**config.mk**
```make
export PLATFORM = sky130hd
export DESIGN_NAME = systolic_input_feeder_flat
export DESIGN_NICKNAME = d
export VERILOG_FILES = /design/src/rtl/systolic_input_feeder_if.sv /design/src/rtl/systolic_input_feeder.sv /design/src/flat_wrapper.sv
export SDC_FILE = /design/constraint.sdc
export NUM_CORES = 1
export LEC_CHECK = 0
export ABC_AREA = 1
export ABC_CLOCK_PERIOD_IN_PS = 26400
export CELL_PAD_IN_SITES_DETAIL_PLACEMENT = 2
export CELL_PAD_IN_SITES_GLOBAL_PLACEMENT = 2
export CORE_ASPECT_RATIO = 1.1
export CORE_UTILIZATION = 45
export CTS_CLUSTER_SIZE = 8
export DETAILED_ROUTE_END_ITERATION = 10
export GPL_TIMING_DRIVEN = 0
export PLACE_DENSITY_LB_ADDON = 0.1
export SYNTH_ARGS = -nofsm -noshare
export SYNTH_HDL_FRONTEND = slang
export SYNTH_SLANG_ARGS = --single-unit
export TNS_END_PERCENT = 10
```
**constraint.sdc**
```tcl
create_clock -name clk -period 26.4 [get_ports clk]
set_input_delay 2.64 -clock clk [delete_from_list [all_inputs] [get_ports clk]]
set_output_delay 2.64 -clock clk [all_outputs]
set_load 0.05 [all_outputs]
```
**src/rtl/systolic_input_feeder_if.sv**
```systemverilog
// Write-side vector handshake into the systolic input feeder.
// Upstream drives a full N-lane vector per valid/ready transfer.
interface systolic_input_feeder_if #(
    parameter int N = 4
);
    logic               wr_valid;
    logic [N-1:0][31:0] wr_data;
    logic               wr_ready;

    modport master (output wr_valid, output wr_data, input wr_ready);
    modport slave  (input wr_valid, input wr_data, output wr_ready);
endinterface

```
**src/rtl/systolic_input_feeder.sv**
```systemverilog
// Edge feeder for the systolic array: per-lane FIFOs drained with a one-cycle diagonal skew.
// Defining FEEDER_FLUSH_EN adds the synchronous flush_i port.
module systolic_input_feeder #(
    parameter int N     = 4,
    parameter int DEPTH = 8
) (
    input  logic                   clk,
    input  logic                   n_rst,
    systolic_input_feeder_if.slave wr,
    output logic [N-1:0][31:0]     x_o,
    output logic [N-1:0]           start_o,
    input  logic [N-1:0]           stall_i,
`ifdef FEEDER_FLUSH_EN
    input  logic                   flush_i,
`endif
    output logic                   busy
);
    localparam int PW = (DEPTH > 1) ? $clog2(DEPTH) : 1;
    localparam int CW = $clog2(DEPTH) + 1;
    localparam int TW = $clog2(DEPTH + 1) + 1;

    logic [N-1:0][CW-1:0] count_q, count_d;
    logic [N-1:0][PW-1:0] rd_ptr_q, rd_ptr_d;
    logic [PW-1:0]        wr_ptr_q, wr_ptr_d;
    logic [N-1:0][TW-1:0] token_q, token_d;
    logic [N-1:0][31:0]   x_q, x_d;
    logic [N-1:0]         start_q, start_d;
    logic [N-1:0]         load;
    logic [N-1:0]         room;
    logic [N-1:0]         nonempty;
    logic [31:0]          mem_q [N][DEPTH];
    logic                 flush;
    logic                 ready;
    logic                 accept;

`ifdef FEEDER_FLUSH_EN
    assign flush = flush_i;
`else
    assign flush = 1'b0;
`endif

    // A lane loads only when it holds data, has a skew token from the lane
    // above, and its output register is empty or being taken this cycle.
    always_comb begin
        room     = '0;
        nonempty = '0;
        load     = '0;
        for (int k = 0; k < N; k++) begin
            room[k]     = (count_q[k] < CW'(DEPTH));
            nonempty[k] = (count_q[k] != '0);
            load[k]     = nonempty[k]
                          && ((k == 0) || (token_q[k] != '0))
                          && (!start_q[k] || !stall_i[k])
                          && !flush;
        end
    end

    assign ready       = (&room) && !flush;
    assign wr.wr_ready = ready;
    assign accept      = wr.wr_valid && ready;

    always_comb begin
        count_d  = count_q;
        rd_ptr_d = rd_ptr_q;
        wr_ptr_d = wr_ptr_q;
        token_d  = token_q;
        x_d      = x_q;
        start_d  = start_q;

        if (accept) begin
            wr_ptr_d = wr_ptr_q + PW'(1);
        end

        for (int k = 0; k < N; k++) begin
            case ({accept, load[k]})
                2'b10:   count_d[k] = count_q[k] + CW'(1);
                2'b01:   count_d[k] = count_q[k] - CW'(1);
                default: count_d[k] = count_q[k];
            endcase

            if (load[k]) begin
                rd_ptr_d[k] = rd_ptr_q[k] + PW'(1);
                x_d[k]      = mem_q[k][rd_ptr_q[k]];
                start_d[k]  = 1'b1;
            end else if (start_q[k] && !stall_i[k]) begin
                start_d[k] = 1'b0;
            end
        end

        // Lane k earns a token for every load above it and spends one per own load.
        for (int k = 1; k < N; k++) begin
            case ({load[k-1], load[k]})
                2'b10:   token_d[k] = token_q[k] + TW'(1);
                2'b01:   token_d[k] = token_q[k] - TW'(1);
                default: token_d[k] = token_q[k];
            endcase
        end

        if (flush) begin
            count_d  = '0;
            rd_ptr_d = '0;
            wr_ptr_d = '0;
            token_d  = '0;
            start_d  = '0;
        end
    end

    always_ff @(posedge clk or negedge n_rst) begin
        if (!n_rst) begin
            count_q  <= '0;
            rd_ptr_q <= '0;
            wr_ptr_q <= '0;
            token_q  <= '0;
            x_q      <= '0;
            start_q  <= '0;
        end else begin
            count_q  <= count_d;
            rd_ptr_q <= rd_ptr_d;
            wr_ptr_q <= wr_ptr_d;
            token_q  <= token_d;
            x_q      <= x_d;
            start_q  <= start_d;
        end
    end

    // Storage is not reset; the cleared counts make stale entries unreachable.
    always_ff @(posedge clk) begin
        if (accept) begin
            for (int k = 0; k < N; k++) begin
                mem_q[k][wr_ptr_q] <= wr.wr_data[k];
            end
        end
    end

    assign x_o     = x_q;
    assign start_o = start_q;
    assign busy    = (|nonempty) || (|start_q);
endmodule

```
**src/flat_wrapper.sv**
```systemverilog
// flat-port wrapper written by rule: the top's interface ports become plain ports
module systolic_input_feeder_flat 
#(
    parameter int N     = 4,
    parameter int DEPTH = 8
)
  (clk, n_rst, x_o, start_o, stall_i, busy, wr_wr_valid, wr_wr_data, wr_wr_ready);
  systolic_input_feeder_if #(.N(N)) wr_i ();
  input  logic clk;
  input  logic n_rst;
  output logic [N-1:0][31:0] x_o;
  output logic [N-1:0] start_o;
  input  logic [N-1:0] stall_i;
  output logic busy;
  input wire logic [$bits(wr_i.wr_valid)-1:0] wr_wr_valid;
  input wire logic [$bits(wr_i.wr_data)-1:0] wr_wr_data;
  output wire logic [$bits(wr_i.wr_ready)-1:0] wr_wr_ready;
  assign wr_i.wr_valid = wr_wr_valid;
  assign wr_i.wr_data = wr_wr_data;
  assign wr_wr_ready = wr_i.wr_ready;
  systolic_input_feeder #(.N(N), .DEPTH(DEPTH)) u_core (.clk(clk), .n_rst(n_rst), .wr(wr_i), .x_o(x_o), .start_o(start_o), .stall_i(stall_i), .busy(busy));
endmodule
```
==> results.toml, run 1 <==
[outcome]
status = "finished, final reports clean"

[timing]
final.min_clock_period_ns = 5.82
hold_viol_final = 0
fmax_ghz = 0.172
tightest_slew_ns = 1.15
setup-tns-final_ns = 0
rsz0062_at_grt = "false"
relSlewSlack_pct = 23.0
setup_viol = 0
fin_crit_sh_pct = 22.0
hold-worst-slack_ns = 0.484
skew_ns = 0.0273
layout_setup_ws_ns = 20.58
drv_slew = 0

[drt]
ant_nets = 0
wl_per_cell_um = 30.4
drt_first_pass_iters = 5
drtIter0Drc = 2395
drc = 0
viasPerCell = 5.80
vias = 31500
wl_um = 166000

[critical_path]
slowest_stage = "nor4_1"
r2r_cells = 14
worstPathRequired_ns = 23.76
r2r_start = "u_core.count_q[13]"
path_class = "register to output pin"
r2r_end = "u_core.token_q[19]"
crit_path_max_incr_delay_ns = 0.75
critPathLaunchType = "register"
crit_path_max_fanout = 4
crit_arrival_ns = 3.18
crit_start = "u_core.count_q[4]"
reg2reg_setup_slack_ns = 22.64
path_cells = "nor2_1 -> nand2_1 -> nor4_1 -> nand2_1 -> clkdlybuf4s50_1"
end_kind = "output pin"
crit_top_cell = "nand2_1"

[finish]
area_growth_pct = 23.3
final_util_pct = 56.1
multiInputGateArea_um2 = 10300
nNetsFinal = 4068
layout-drive-gt1-share_pct = 11.3
n_fill_cell = 9522
seq_area_um2 = 35200

[grt]
antenna_found_initial = 19
overflow = 0
grt_max_degree = 65
grt_pass1_vias = 36100
grt_usage_pct = 30.8
grt_first_pass_wirelength_um = 241000

[yosys]
synth-main-ff-cell = "edfxtp_1"
yosysUniqueCellTypes = 42
yosysSeqAreaShare_pct = 74.2
synthCells = 3326
synth_edf_count = 1024
synth_area_um2 = 47500
async_flop_share_pct = 14.8
synth_seq_cells = 1202
syn-num-nets = 3490
syn_avg_cell_area_um2 = 14.3
yosysWarnings = 0

[clocking]
clkTransAtPathRegs_ns = 0.06
ctsHoldBuffers = 0
clk_latency_ns = 0.77
cts_root_buf = "clkbuf_16"
cts_tree = "done"
cts_inserted_buffers = 168
post_cts_resized = 0
cts_setup_buffers = 0
cts_sinks = 1202
cts.path.max_buffers = 3
cts_max_level = 4

[hold_path]
hp-class = "register to register"
min_from = "u_core.x_o[24]"
whs_endpoint = "u_core.x_o[24]"
hold_path_depth = 2

[die]
die_h_um = 343
die_w_um = 312
pin_count = 269
core_um2 = 104000
row_count = 124
start_util_pct = 45.5
die_area_um2 = 107000

[power]
power_mw = 7.15
powerDensity_nw_per_um2 = 122
leakage_nw = 21.7
ir_drop_mv = 0.0765

[placement]
dpl.hpwl_um = 109000
place_ws_ns = 20.22
port-buffer-count = 268
globalplace.congestion = 0.761

[job]
max-cap-violations = 0
-- worst max path at each step --
stage | to | cells past startpoint | slack, ns
global placement | u_core.mem_q[0][38] | 6 | 1.97
detailed placement | u_core.token_q[19] | 14 | 20.22
finish | busy | 5 | 20.58
floorplan | u_core.mem_q[0][160] | 5 | 13.74
CTS | busy | 5 | 20.56
global route | busy | 5 | 20.47
-- worst max-delay path, delay by kind of cell (launching register included) --
family | cells | cell delay (ns)
buf+inv | 1 | 0.75
flops | 1 | 0.44
simple gates | 4 | 1.21
-- cell families (layout without fill, tap and decap cells) --
kind of cell	Yosys count	count (layout)	share of synthesized area (%)
other cells	0	11	0
xor+xnor	33	33	0.609
compound gates	795	795	9.75
mux	250	250	5.27
fa+ha+maj	29	29	0.828
buf+inv	443	1160	4.25
flops	1202	1202	74.2
simple gates	574	574	5.10
-- area by class of cell --
class	count	area share (%)
clock inverter	10	0.154
tap	1386	2.96
timing repair buffer	408	7.46
buffer	193	1.84
inverter	250	1.61
antenna	11	0.0470
sequential	1202	60.1
clock buffer	299	8.24
multi-input combinational	1681	17.5
-- power breakdown --
| group | internal (mW) | total (mW) | switching [mW] |
|---|---|---|---|
| clock network | 1.22 | 2.06 | 0.833 |
| registers | 2.25 | 2.39 | 0.144 |
| logic | 0.817 | 2.70 | 1.88 |
| total | 4.29 | 7.15 | 2.86 |
-- cells in the final DEF (no fill, tap or decap), types with 3 or more instances in the layout --
master | Yosys | layout
o221ai_1 | 52 | 52
buf_8 | 4 | 30
xnor2_1 | 13 | 13
nand3_2 | 4 | 4
diode_2 | 0 | 11
o21ai_0 | 371 | 371
buf_12 | 3 | 3
fa_1 | 4 | 4
nand3_1 | 118 | 118
clkdlybuf4s50_1 | 0 | 267
edfxtp_1 | 1024 | 1024
mux2i_1 | 250 | 250
o32ai_1 | 6 | 6
nand2_1 | 300 | 300
xor2_1 | 20 | 20
o211ai_1 | 136 | 136
dfrtp_1 | 178 | 178
inv_1 | 243 | 243
buf_1 | 20 | 20
inv_6 | 0 | 8
inv_2 | 5 | 5
buf_6 | 12 | 118
nand2_2 | 4 | 4
nand4_1 | 3 | 3
o21ai_1 | 10 | 10
nor3_2 | 0 | 8
buf_4 | 30 | 37
a21oi_1 | 201 | 201
nor2_1 | 125 | 125
buf_2 | 45 | 45
ha_1 | 25 | 25
o211ai_2 | 10 | 10
clkbuf_16 | 0 | 174
clkbuf_1 | 79 | 204
o22ai_1 | 6 | 6
-- layer usage --
metal	vias to the layer above	track usage, %	part of all wire [%]
met5	-	0	0.071
met4	20	12.0	3.2
met3	321	4.96	4.6
met2	982	55.6	53
met1	16800	36.8	39
li1	13500	-	-
-- synth_stat cells, types with 5 or more instances --
master    number  area (um2)
clkbuf_1      79         297
inv_1        243         912
nand3_1      118         591
buf_1         20        75.1
dfrtp_1      178        4450
o211ai_1     136        1020
o211ai_2      10         125
o22ai_1        6        37.5
o21ai_0      371        1860
nor3_1         9        45.0
o32ai_1        6        52.6
buf_4         30         225
mux2i_1      250        2500
ha_1          25         313
xor2_1        20         175
edfxtp_1    1024       30700
a21oi_1      201        1010
buf_6         12         135
buf_2         45         225
nand2_1      300        1130
o21ai_1       10        50.1
inv_2          5        18.8
xnor2_1       13         114
nor2_1       125         469
o221ai_1      52         455
-- flip-flops by register name, summed over array words and instances, names as in the netlist --
register         cells
u_core.start_o       4
u_core.wr_ptr_q      3
u_core.x_o         128
u_core.count_q      16
u_core.rd_ptr_q     12
u_core.mem_q      1024
u_core.token_q      15
-- per-stage QoR --
stage | instance area (um2) | instances
global placement | 51900 | 4980
CTS | 58500 | 5429
detailed placement | 53600 | 5120
finish | 58500 | 5440
global route | 58500 | 5438
floorplan | 47500 | 3326
(Power assumes the default switching activity.)
==> run 2, diff against run 1 <==
- ABC_CLOCK_PERIOD_IN_PS: 26400 -> 4850
- CORE_UTILIZATION: 45 -> 39
- clock period: 26.4 -> 4.85 ns (I/O delays scaled with it)
==> results.toml, run 2 (synthesis gave the netlist of run 1 again) <==
[timing]
rsz0062_at_grt = "false"
tightest_slew_ns = 1.09
setup_viol = 0
relSlewSlack_pct = 27.1
hold_viol_final = 0
drv_slew = 0
hold-worst-slack_ns = 0.251
final.min_clock_period_ns = 3.80
skew_ns = 0.0218
setup-tns-final_ns = 0
fin_crit_sh_pct = 78.3
layout_setup_ws_ns = 1.05
fmax_ghz = 0.263

[grt]
grt_usage_pct = 25.1
grt_first_pass_wirelength_um = 227000
grt_max_degree = 65
antenna_found_initial = 22
grt_pass1_vias = 35000
overflow = 0

[clocking]
cts_sinks = 1202
post_cts_resized = 0
cts_tree = "done"
cts_setup_buffers = 0
cts_max_level = 4
cts_inserted_buffers = 168
clk_latency_ns = 0.78
cts.path.max_buffers = 3
clkTransAtPathRegs_ns = 0.05
cts_root_buf = "clkbuf_16"
ctsHoldBuffers = 1

[finish]
regMostFlops = "u_core.mem_q"
largest_reg_flops = 1024
area_growth_pct = 25.4
final_cell_mix = "1024 x edfxtp_1, 371 x o21ai_0, 300 x nand2_1"
fin_area_um2 = 59500
layoutNonFillerInstCount = 5633
final_common_cell = "edfxtp_1"
layout-drive-gt1-share_pct = 10.3
n_fill_cell = 11400
final_util_pct = 49.5
nNetsFinal = 4024

[power]
swShare_pct = 39.1
powerDensity_nw_per_um2 = 646
combPwrFrac_pct = 37.3
p_switching_mw = 15.0
power_mw = 38.4
ir_drop_mv = 0.353
leakage_nw = 21.8
clock_power_share_pct = 28.9
seqPwrFrac_pct = 33.8
internal_power_mw = 23.4

[die]
row_count = 133
die_w_um = 335
die_h_um = 368
start_util_pct = 39.5
pin_count = 269
core_um2 = 120000
die_area_um2 = 123000

[critical_path]
crit_buf_inv = 6
path_class = "register to register"
path_cells = "inv_1 -> nand3_1 -> nor2_4 -> inv_1 -> or2_1 -> nor3_4 -> buf_8 -> buf_8 -> buf_8 -> buf_16"
crit_path_max_fanout = 13
r2r_end = "u_core.mem_q[2][247]"
r2r_start = "u_core.count_q[3]"
crit_top_cell = "buf_8"
crit_start = "u_core.count_q[3]"
crit_family = "simple AND/OR/NAND/NOR gates"
critPathLaunchType = "register"
reg2reg_setup_slack_ns = 1.05
worstPathRequired_ns = 5.32
crit_arrival_ns = 4.27
r2r_cells = 10
end_kind = "register"
slowest_stage = "nor3_4"
crit_path_max_incr_delay_ns = 0.80

[placement]
globalplace.congestion = 0.753
placed_area_um2 = 54500
dpl.hpwl_um = 103000
place_ws_ns = 0.683
port-buffer-count = 268
dpl.cell_count = 5309

[drt]
wl_um = 154000
viasPerCell = 5.41
wl_per_cell_um = 27.3
ant_nets = 0
drt_first_pass_iters = 5
drc = 0
vias = 30500
drtIter0Drc = 1861

[job]
max-cap-violations = 0

[hold_path]
hp-class = "input port to asynchronous set/reset pin"

[outcome]
status = "finished, final reports clean"
run 2: power groups by stage:
| stage | Clock, mW | Combinational [mW] | Sequential, mW |
|---|---|---|---|
| floorplan | 0 | 6.88 | 14.9 |
| global placement | 0 | 13.5 | 13.2 |
| detailed placement | 0 | 14.4 | 13.2 |
| CTS | 11.4 | 14.5 | 13.0 |
| global route | 11.7 | 15.4 | 13.1 |
| finish | 11.1 | 14.3 | 13.0 |
run 2: worst max-delay path by stage:
stage / endpoint / slack, ns / cells past startpoint
6_report: u_core.mem_q[2][247] / 1.05 / 10
5_1_grt: u_core.mem_q[2][246] / 0.92 / 10
4_1_cts: u_core.mem_q[2][246] / 1.02 / 10
3_5_place_dp: u_core.mem_q[2][245] / 0.68 / 10
3_3_place_gp: u_core.mem_q[2][37] / -9.05 / 6
2_1_floorplan: u_core.mem_q[0][100] / -1.81 / 6
run 2: layout make-up:
cell class	count	area [um2]	area share [%]
Clock buffer	302	4830	8.13
Tap cell	1620	2030	3.41
Buffer	193	1080	1.81
Timing Repair Buffer	364	4950	8.32
Antenna cell	11	27.5	0.0463
Clock inverter	10	116	0.196
Multi-Input combinational cell	1681	10300	17.3
Inverter	250	941	1.58
Sequential cell	1202	35200	59.2
run 2: layer usage:
layer  vias up  GRT usage, %  share of wire (%)
met2       704          44.3                 52
met1     16100          30.7                 41
met3       250          4.23                4.0
met5         -             0              0.064
met4        16          9.06                3.0
li1      13400             -                  -
==> run 3, diff against run 2 <==
- ABC_CLOCK_PERIOD_IN_PS: 4850 -> 3300
- clock period: 4.85 -> 3.3 ns (I/O delays scaled with it)
==> results.toml, run 3 (synthesis gave the netlist of run 1 again) <==
[drt]
drc = 0
ant_nets = 0
viasPerCell = 5.40
wl_per_cell_um = 27.2
vias = 30400
wl_um = 153000
drtIter0Drc = 1896
drt_first_pass_iters = 5

[finish]
final_common_cell = "edfxtp_1"
layoutNonFillerInstCount = 5620
seq_area_um2 = 35200
final_cell_mix = "1024 x edfxtp_1, 371 x o21ai_0, 299 x nand2_1"
area_growth_pct = 25.5
regMostFlops = "u_core.mem_q"
fin_area_um2 = 59500
nNetsFinal = 4021
final_util_pct = 49.6
largest_reg_flops = 1024
multiInputGateArea_um2 = 10400
layout-drive-gt1-share_pct = 10.5
n_fill_cell = 11200

[grt]
grt_usage_pct = 25.2
grt_pass1_vias = 35200
grt_max_degree = 66
antenna_found_initial = 14
overflow = 0
grt_first_pass_wirelength_um = 229000

[critical_path]
crit_arrival_ns = 3.69
reg2reg_setup_slack_ns = 0.08
end_kind = "register"
worstPathRequired_ns = 3.77
crit_path_max_fanout = 14
critPathLaunchType = "register"
path_class = "register to register"

[placement]
dpl.hpwl_um = 103000
globalplace.congestion = 0.768
placed_area_um2 = 54500
dpl.cell_count = 5307
port-buffer-count = 268

[power]
p_switching_mw = 22.0
combPwrFrac_pct = 37.4
clock_power_share_pct = 28.8
powerDensity_nw_per_um2 = 947
swShare_pct = 39.0
power_mw = 56.4
ir_drop_mv = 0.497
seqPwrFrac_pct = 33.9
leakage_nw = 21.8
internal_power_mw = 34.4

[job]
max-cap-violations = 0

[timing]
relSlewSlack_pct = 38.2
setup_viol = 0
hold_viol_final = 0
skew_ns = 0.0236
tightest_slew_ns = 0.926
drv_slew = 0
final.min_clock_period_ns = 3.22
fmax_ghz = 0.311
fin_crit_sh_pct = 97.6
rsz0062_at_grt = "true"

[clocking]
cts_inserted_buffers = 168
cts_root_buf = "clkbuf_16"
cts_max_level = 4
cts_sinks = 1202
clkTransAtPathRegs_ns = 0.06
cts.path.max_buffers = 3
clk_latency_ns = 0.79
cts_tree = "done"

[hold_path]
hp-class = "input port to asynchronous set/reset pin"

[die]
pin_count = 269
die_h_um = 368
die_w_um = 335
die_area_um2 = 123000
start_util_pct = 39.5
row_count = 133
core_um2 = 120000

[outcome]
status = "finished, final reports clean"
==> run 3: cell types whose count changed in the layout (fill, tap and decap cells not counted), moves of 3 or more <==
| cell | delta |
|---|---|
| buf_8 | -5 |
| diode_2 | -5 |
| buf_16 | +4 |
| buf_2 | -3 |
| clkbuf_1 | -5 |
==> run 3: through the flow <==
| step | hold WS [ns] | setup TNS (ns) | worst slack (ns) |
|---|---|---|---|
| 2_1_floorplan | 0.0344 | -1320.14 | -1.37 |
| 3_3_place_gp | 0.465 | -6920.65 | -7.90 |
| 3_5_place_dp | 0.312 | -13.56 | -0.475 |
| 4_1_cts | 0.0702 | 0 | 0.0499 |
| 5_1_grt | 0.111 | -0.0431 | -0.0105 |
| 6_report | 0.0834 | 0 | 0.0796 |
==> run 3: area by class of cell <==
class	count	area share [%]
plain buffers	190	1.79
diodes	6	0.0252
flip-flops and latches	1202	59.1
clock inverters	9	0.151
multi-input cells	1681	17.4
clock buffers	298	8.13
well taps	1620	3.40
inverters	250	1.59
repair buffers	364	8.37
==> run 3: final timing paths <==
check / startpoint / to / cells after the start
worst max-delay path: u_core.count_q[3] / u_core.mem_q[2][43] / 10
worst min-delay path: n_rst / u_core.x_o[99] / 2
worst max register to register: u_core.count_q[3] / u_core.mem_q[2][43] / 10
worst min register to register: u_core.token_q[14] / u_core.token_q[14] / 1
max in group asynchronous: n_rst / u_core.x_o[83] / 4
min in group clk: stall_i[3] / u_core.start_o[3] / 3
==> run 3: worst max-delay path: stages (launching register included) <==
cell,delay [ns]
dfrtp_1,0.38
inv_1,0.17
nand3_4,0.15
nor2_4,0.29
inv_4,0.12
or2_4,0.31
nor3_4,0.67
buf_16,0.25
buf_16,0.18
buf_16,0.18
buf_16,0.18
==> run 3: what timing repair did <==
action / 4_1_cts / 5_1_grt
setup endpoints to repair: 95 / 9
buffers inserted: 2 / 0
gates resized for setup: 13 / 2
pin swaps: 2 / 0
hold buffers: 1 / 0
endpoints found under the hold margin: 113 / 0
==> run 3: metal layers <==
| layer | GRT usage (%) | share of wire [%] | up-vias |
|---|---|---|---|
| met1 | 31.2 | 41 | 16000 |
| met4 | 7.78 | 2.5 | 14 |
| met2 | 45.0 | 52 | 701 |
| met3 | 3.98 | 3.9 | 240 |
| li1 | - | - | 13400 |
| met5 | 0 | 0.062 | - |
==> run 3: power groups by stage <==
stage                     clock network [mW]  registers [mW]  logic, mW
final                                   16.2            19.1       21.1
after global routing                    17.1            19.2       22.7
after CTS                               16.6            19.1       21.4
after detailed placement                   0            19.4       21.1
after global placement                     0            19.3       19.9
after floorplan                            0            21.9       10.1
